File: config.mk
export PLATFORM = sky130hd
export DESIGN_NAME = regfile_write_arbiter
export DESIGN_NICKNAME = d
export VERILOG_FILES = /design/src/rtl/regfile_write_arbiter.sv
export SDC_FILE = /design/constraint.sdc
export NUM_CORES = 1
export LEC_CHECK = 0
export CAP_MARGIN = 20
export CORE_MARGIN = 3
export CORE_UTILIZATION = 45
export CTS_BUF_LIST = sky130_fd_sc_hd__clkbuf_8
export DETAILED_ROUTE_END_ITERATION = 10
export PLACE_DENSITY = 0.84
export REMOVE_ABC_BUFFERS = 1
export SLEW_MARGIN = 20
export SYNTH_ARGS = -nofsm -noshare
export SYNTH_HDL_FRONTEND = slang
export SYNTH_SLANG_ARGS = --single-unit
File: constraint.sdc
create_clock -name Clk -period 2.21 [get_ports Clk]
set_clock_uncertainty 0.15 [all_clocks]
set_input_delay 0.221 -clock Clk [delete_from_list [all_inputs] [get_ports Clk]]
set_output_delay 0.221 -clock Clk [all_outputs]
set_load 0.03 [all_outputs]
File: src/rtl/regfile_write_arbiter.sv
`default_nettype none
// =====================================================================
// Module  : regfile_write_arbiter
// Purpose : Round-robin sequencer for the shared register-file write
//           port, plus the PC load port ordered against R15 writes.
// Rev     : 1.0  initial release
// =====================================================================
module regfile_write_arbiter #(
  parameter int WIDTH = 32,
  parameter int SELW  = 4
) (
  input  logic             Clk,
  input  logic             RESET,
  input  logic             A_valid,
  input  logic [SELW-1:0]  A_sel,
  input  logic [WIDTH-1:0] A_data,
  output logic             A_ready,
  input  logic             B_valid,
  input  logic [SELW-1:0]  B_sel,
  input  logic [WIDTH-1:0] B_data,
  output logic             B_ready,
  input  logic             PC_valid,
  input  logic [WIDTH-1:0] PC_data,
  output logic             PC_ready,
  output logic [WIDTH-1:0] RF_in,
  output logic [SELW-1:0]  RF_wsel,
  output logic             RF_LOAD,
  output logic [WIDTH-1:0] RF_Pcin,
  output logic             RF_LOADPC,
  output logic             RF_IR_CU,
  output logic             busy
);

  typedef enum logic [1:0] {
    IDLE   = 2'd0,
    SETUP  = 2'd1,
    COMMIT = 2'd2
  } state_t;

  localparam logic            c_req_a  = 1'b0;
  localparam logic            c_req_b  = 1'b1;
  localparam logic [SELW-1:0] c_pc_sel = {SELW{1'b1}};

  state_t r_state;
  logic   r_last;
  logic   r_grant;

  logic   w_pick;
  logic   w_other_valid;
  logic   w_start;
  logic   w_next;
  logic   w_r15_commit;
  logic   w_pc_go;

  // Tie goes to whichever requester did not commit most recently.
  always_comb begin
    w_pick = c_req_a;
    if (A_valid && B_valid) begin
      w_pick = ~r_last;
    end else if (B_valid) begin
      w_pick = c_req_b;
    end
  end

  assign w_other_valid = (r_grant == c_req_a) ? B_valid : A_valid;

  // Leaving COMMIT only the other requester is eligible, so the one just
  // acknowledged cannot be re-granted on its still-high valid.
  assign w_start = ((r_state == IDLE) && (A_valid || B_valid)) ||
                   ((r_state == COMMIT) && w_other_valid);
  assign w_next  = (r_state == COMMIT) ? ~r_grant : w_pick;

  assign w_r15_commit = (r_state == SETUP) && (RF_wsel == c_pc_sel);
  assign w_pc_go      = PC_valid && !PC_ready && !w_r15_commit;

  always_ff @(posedge Clk or negedge RESET) begin
    if (!RESET) begin
      r_state   <= IDLE;
      r_last    <= c_req_b;
      r_grant   <= c_req_a;
      A_ready   <= 1'b0;
      B_ready   <= 1'b0;
      PC_ready  <= 1'b0;
      RF_in     <= '0;
      RF_wsel   <= '0;
      RF_LOAD   <= 1'b0;
      RF_Pcin   <= '0;
      RF_LOADPC <= 1'b0;
      RF_IR_CU  <= 1'b1;
      busy      <= 1'b0;
    end else begin
      A_ready   <= 1'b0;
      B_ready   <= 1'b0;
      RF_LOAD   <= 1'b0;
      PC_ready  <= w_pc_go;
      RF_LOADPC <= w_pc_go;
      if (w_pc_go) begin
        RF_Pcin <= PC_data;
      end

      if (w_start) begin
        r_state  <= SETUP;
        r_grant  <= w_next;
        RF_in    <= (w_next == c_req_b) ? B_data : A_data;
        RF_wsel  <= (w_next == c_req_b) ? B_sel  : A_sel;
        RF_IR_CU <= 1'b0;
        busy     <= 1'b1;
      end else begin
        case (r_state)
          SETUP: begin
            r_state <= COMMIT;
            r_last  <= r_grant;
            A_ready <= (r_grant == c_req_a);
            B_ready <= (r_grant == c_req_b);
            // R15 is the PC: route the write to the PC port, pre-empting
            // any PC update that would land in the same cycle.
            if (w_r15_commit) begin
              RF_LOADPC <= 1'b1;
              RF_Pcin   <= RF_in;
            end else begin
              RF_LOAD <= 1'b1;
            end
          end
          COMMIT: begin
            r_state  <= IDLE;
            RF_IR_CU <= 1'b1;
            busy     <= 1'b0;
          end
          default: begin
            r_state <= IDLE;
          end
        endcase
      end
    end
  end

endmodule
`default_nettype wire

# --- Word level (Yosys, flattened, before mapping) ---
# Index checks and enable logic that the tools add are counted.
word_totals:
  reg_bits: 79
  inputBits: 109
  output_inout_bits: 75
  word_cells: 58
op_classes:
  eq_ne: 3
  mux: 26
  n_bitwise: 3
  n_reduce_logical: 13
ops:
  columns: ["op", "n"]
  rows:
  - ["$mux 32", 5]
  - ["$mux 1", 18]
  - ["$logic_and 1x1->1", 6]
  - ["$eq 4x4->1 const B", 1]
  - ["$mux 2", 2]
  - ["$mux 4", 1]
  - ["$not 1->1", 3]
  - ["$eq 2x1->1 const B", 1]
  - ["$eq 2x2->1 const B", 1]
  - ["$logic_not 1->1", 2]
  - ["$logic_not 2->1", 1]
  - ["$logic_or 1x1->1", 2]
  - ["$reduce_and 2->1", 1]
  - ["$reduce_bool 2->1", 1]

# --- Longest topological paths before layout ---
logic_depth:
  word_depth: 8
  mapped_depth: 7
  mapped_depth_nobuf: 4

# --- Worst setup path before layout ---
# Ideal clock, no wire load.
synth_path:
  path_kind: "reg2reg"
  from: "register PC_ready"
  to: "register RF_Pcin[0]"
  setup_ns: 0.133
  arrival_ns: 1.325
  required_time_ns: 1.927
  slack_ns: 0.602
  path_stages_with_launch: 6
  n_path_buf: 2
  period_less_slack_ns: 1.608
  path_cell_list: "dfrtp_1 > nand2b_1 > buf_2 > buf_2 > mux2i_1 > o21ai_0"
synth_via:
  elab_chain_len: 7
synth_lines:
  columns: ["element", "line", "source"]
  rows:
  - ["start, declared", "24", "output logic PC_ready,"]
  - ["start signal, assigned", "95", "PC_ready <= w_pc_go;"]
  - ["$logic_not 1->1 (*)", "74", "assign w_pc_go = PC_valid && !PC_ready && !w_r15_commit;"]
  - ["$logic_and 1x1->1 (*) (2 in a row)", "74", null]
  - ["$mux 32 (*)", "97", "if (w_pc_go) begin"]
  - ["$mux 32", "117", "if (w_r15_commit) begin"]
  - ["$mux 32", "109", "case (r_state)"]
  - ["$mux 32 (*)", "101", "if (w_start) begin"]
  - ["end signal, assigned", "98", "RF_Pcin <= PC_data;"]
  - ["end signal, assigned", "119", "RF_Pcin <= RF_in;"]
  - ["end, declared", "28", "output logic [WIDTH-1:0] RF_Pcin,"]
# Mark *: on every way between the ends. The rest lies on a longest branch, timed or not.
# A chain may end at the register's enable or synchronous reset.

# --- Final worst setup path ---
layout_path:
  from: "register r_last"
  to: "register RF_wsel[3]"
layout_via:
  elab_chain_len: 4
layout_lines:
  columns: ["element", "line", "source"]
  rows:
  - ["start, declared", "45", "logic r_last;"]
  - ["start signal, assigned", "79", "r_last <= c_req_b;"]
  - ["start signal, assigned", "112", "r_last <= r_grant;"]
  - ["$not 1->1", "59", "w_pick = ~r_last;"]
  - ["$mux 1", "58", "if (A_valid && B_valid) begin"]
  - ["$mux 1", "71", "assign w_next = (r_state == COMMIT) ? ~r_grant : w_pick;"]
  - ["$mux 4", "105", "RF_wsel <= (w_next == c_req_b) ? B_sel : A_sel;"]
  - ["end signal, assigned", "105", null]
  - ["end, declared", "26", "output logic [SELW-1:0] RF_wsel,"]
# Every way passes these cells.

==> impl_results.md <==
* Reg2reg end: RF_wsel[3]$_DFFE_PN0P_
* Ys flop type: dfrtp_1
* Setup violations, final at 0
* Antenna Violating Nets Remaining at 0
* Final Cycle Share at 0.8836
* Max_slew headroom at 0.5441
* Post-Route WL at 13.19 mm
* Final Hold Vio Count at 0
* Crit path max fanout at 19
* Data arrival, critical path at just over 2 ns
* Peak supply drop at ~0.0013 V
* Hold WS at about 0.23 ns
* Layout area overhead at 48.26%
* Biggest area consumer among synthesized cells: dfrtp_1
* CP Launch Point: r_last$_DFFE_PN1P_
* Core area at 0.009415 mm^2
* Final Wtd Congestion at 0.7728
* CTS Hold Buffers Added at 1
* Global-route wire length before repair at 21.91 mm
* Post-route DRC at 0
* Clock transition at the registers of the reported paths at 0.09 ns
* Final nets at 703
* Number of CTS-inserted buffers at 9
* Die height at 105.5 um
* Yosys top cell area share at 0.4328
* Share of flip-flops with an asynchronous set or reset at 1.000
* Syn avg cell area at between 10 and 15 um^2
* Hold Path Class: primary input to async pin
* Initial Util at 0.4728
* Port buffer count at 183
* LEAKAGE at 2.802 nW
* DR WL/cell at 18.12 um
* Initial antenna violation count at 0
* Max Fclk at between 500 and 600 MHz
* Yosys reg bits at 79
* Dominant cell by count in the synthesized netlist: dfrtp_1
* Die Wd at 105.5 um
* Synth top area cells: dfrtp_1 (43%), a221oi_2 (10%), mux2_2 (9.1%), mux2i_1 (7.2%), nand2_1 (6.0%)
* Via count at 4038
* RSZ-0062 raised after global routing: no
* Longest Clk Path Bufs at 2
* CP cell instances: a21boi_4 > nor2_4 > buf_12 > a221oi_2 > o21ai_1
* CP endpoint kind: flip-flop
* Status: finished, final reports clean
* DRT Pass-1 Iters at 4
* Synthesized area at 0.004452 mm^2
* Worst Tran Pin Value at slightly below 0.7 ns
* HPWL after detailed placement at 9.441 mm
* Synth Instances at 422
* Worst Slack Setup Final at 0.2572 ns
* Root buf cell: clkbuf_8
* Yosys cell types at 30
* Largest net degree at the start of global routing at between 70 and 80
* Reg-to-reg startpoint: r_last$_DFFE_PN1P_
* Delay of the slowest cell on the worst path at 0.58 ns
* CTS Sinks at 79
* Max stage delay cell, worst path: dfstp_2
* Seq/Total Area, Yosys at 0.4446
* Row count at 35
* Top-level port count at ~180
* Post-CTS Setup Inserts at 0
* Fill count at 700
* 1st-iter DRT viols at 236
* Clock latency on the worst-skew pair at 0.34 ns
* Diodes inserted at 0
* Post-synth EDFFs at 0
* Most frequent cells after synthesis: dfrtp_1 (77), nand2_1 (71), o21ai_0 (37), and3_1 (36), mux2_2 (36)
* Total Routing Usage GR at 0.2452
* R2R cell count at 5
* Startpoint types: flip-flop
* Dpl ws at 0.06532 ns
* H-Tree Depth at 3
* Max_cap viols at 0
* Post-DR vias/cell at 5.547
* CP Data Required Time at 2.33 ns
* Synth warn at 0
* Reg2reg setup slack at between 0.2 and 0.3 ns
* CTS tree: built
* Total gr overflow at 0
* Final slew viol count at 0
* Post-layout min period at 1.953 ns
* Share of layout cells above drive strength 1 at 0.1753
* Crit Path Class: flip-flop to flip-flop
* CTS resizes at 0
* Cell Pwr Density at 1203 mW/mm^2
* Die area at 0.01112 mm^2
* Vias in the first global route at 4263
## critical path, delay by kind of cell (launching register included)
kind                   cells  cell delay [ns]
buffers and inverters      1             0.27
AND/OR/NAND/NOR            1             0.53
flip-flops                 1             0.58
AO/OA/AOI/OAI              3             0.32
## flip-flops by register name, indices dropped and copies added, names as in the netlist, 2 cells and up
signal   cells
r_state      2
RF_wsel      4
RF_Pcin     32
RF_in       32
## cell usage in the layout (no fill, tap or decap)
cell type / instances
nor2b_1: 1
and2b_4: 1
clkinvlp_4: 1
dfrtp_1: 76
a21o_1: 1
o21ai_1: 33
inv_1: 5
bufinv_16: 1
clkbuf_8: 10
and3_1: 36
buf_4: 11
clkdlybuf4s50_1: 182
dlygate4sd3_1: 1
a21oi_1: 1
a21boi_4: 1
and2_1: 1
clkinv_2: 2
nand2_1: 71
o22ai_1: 1
nor2_1: 5
nand2b_1: 3
a221oi_2: 30
nor2_4: 2
dfstp_2: 2
o221ai_4: 1
o21ai_0: 37
buf_12: 5
a21boi_1: 1
mux2i_1: 32
nand2b_2: 1
mux2_2: 36
a221oi_1: 6
dfrtp_2: 1
nand4_1: 1
## layer usage
layer | GRT usage | routed length, um | vias up
met5 | 0 | 0 | -
met4 | 0.1022 | 399 | 0
met3 | 0.04776 | 797 | 40
met2 | 0.4194 | 6741 | 157
met1 | 0.3020 | 5252 | 1952
li1 | - | - | 1889
## stage by stage
stage	power, mW	TNS [ns]	instance area [um^2]	utilization	instances
CTS	7.981	0	6600	0.7010	728
detailed placement	6.901	0	6397	0.6795	711
global route	8.405	0	6600	0.7010	728
finish	7.937	0	6600	0.7010	728
global placement	6.750	0	6397	0.6795	711
floorplan	5.022	-120.75	4203	-	384
## worst max-delay path by stage
stage | cells past startpoint | to | slack (ns)
floorplan | 3 | RF_in[24]$_DFFE_PN0P_ | -2.53
global placement | 6 | RF_in[20]$_DFFE_PN0P_ | 0.13
detailed placement | 6 | RF_in[16]$_DFFE_PN0P_ | 0.07
CTS | 5 | RF_in[16]$_DFFE_PN0P_ | 0.24
global route | 5 | RF_in[16]$_DFFE_PN0P_ | 0.16
finish | 5 | RF_wsel[3]$_DFFE_PN0P_ | 0.26
## kinds of logic (layout without fill, tap and decap cells)
group           after synthesis  count (layout)  synth area share
compound gates              112             112            0.2038
flops                        79              79            0.4446
mux                          68              68            0.1630
simple gates                122             122            0.1301
buf+inv                      41             218           0.05846
## area by class of cell
class	count	area, um^2	share of cell area
Clock buffer	10	137.6	0.02085
Clock inverter	6	55.05	0.008341
Inverter	3	11.26	0.001706
Multi-Input combinational cell	302	2240	0.3393
Sequential cell	79	1981	0.3001
Tap cell	129	161.4	0.02446
Timing Repair Buffer	199	2014	0.3052
## power breakdown
group	switching (mW)	internal, mW
Sequential	0.382	1.97
Combinational	2.52	1.99
Clock	0.525	0.542
(Power assumes the default switching activity.)
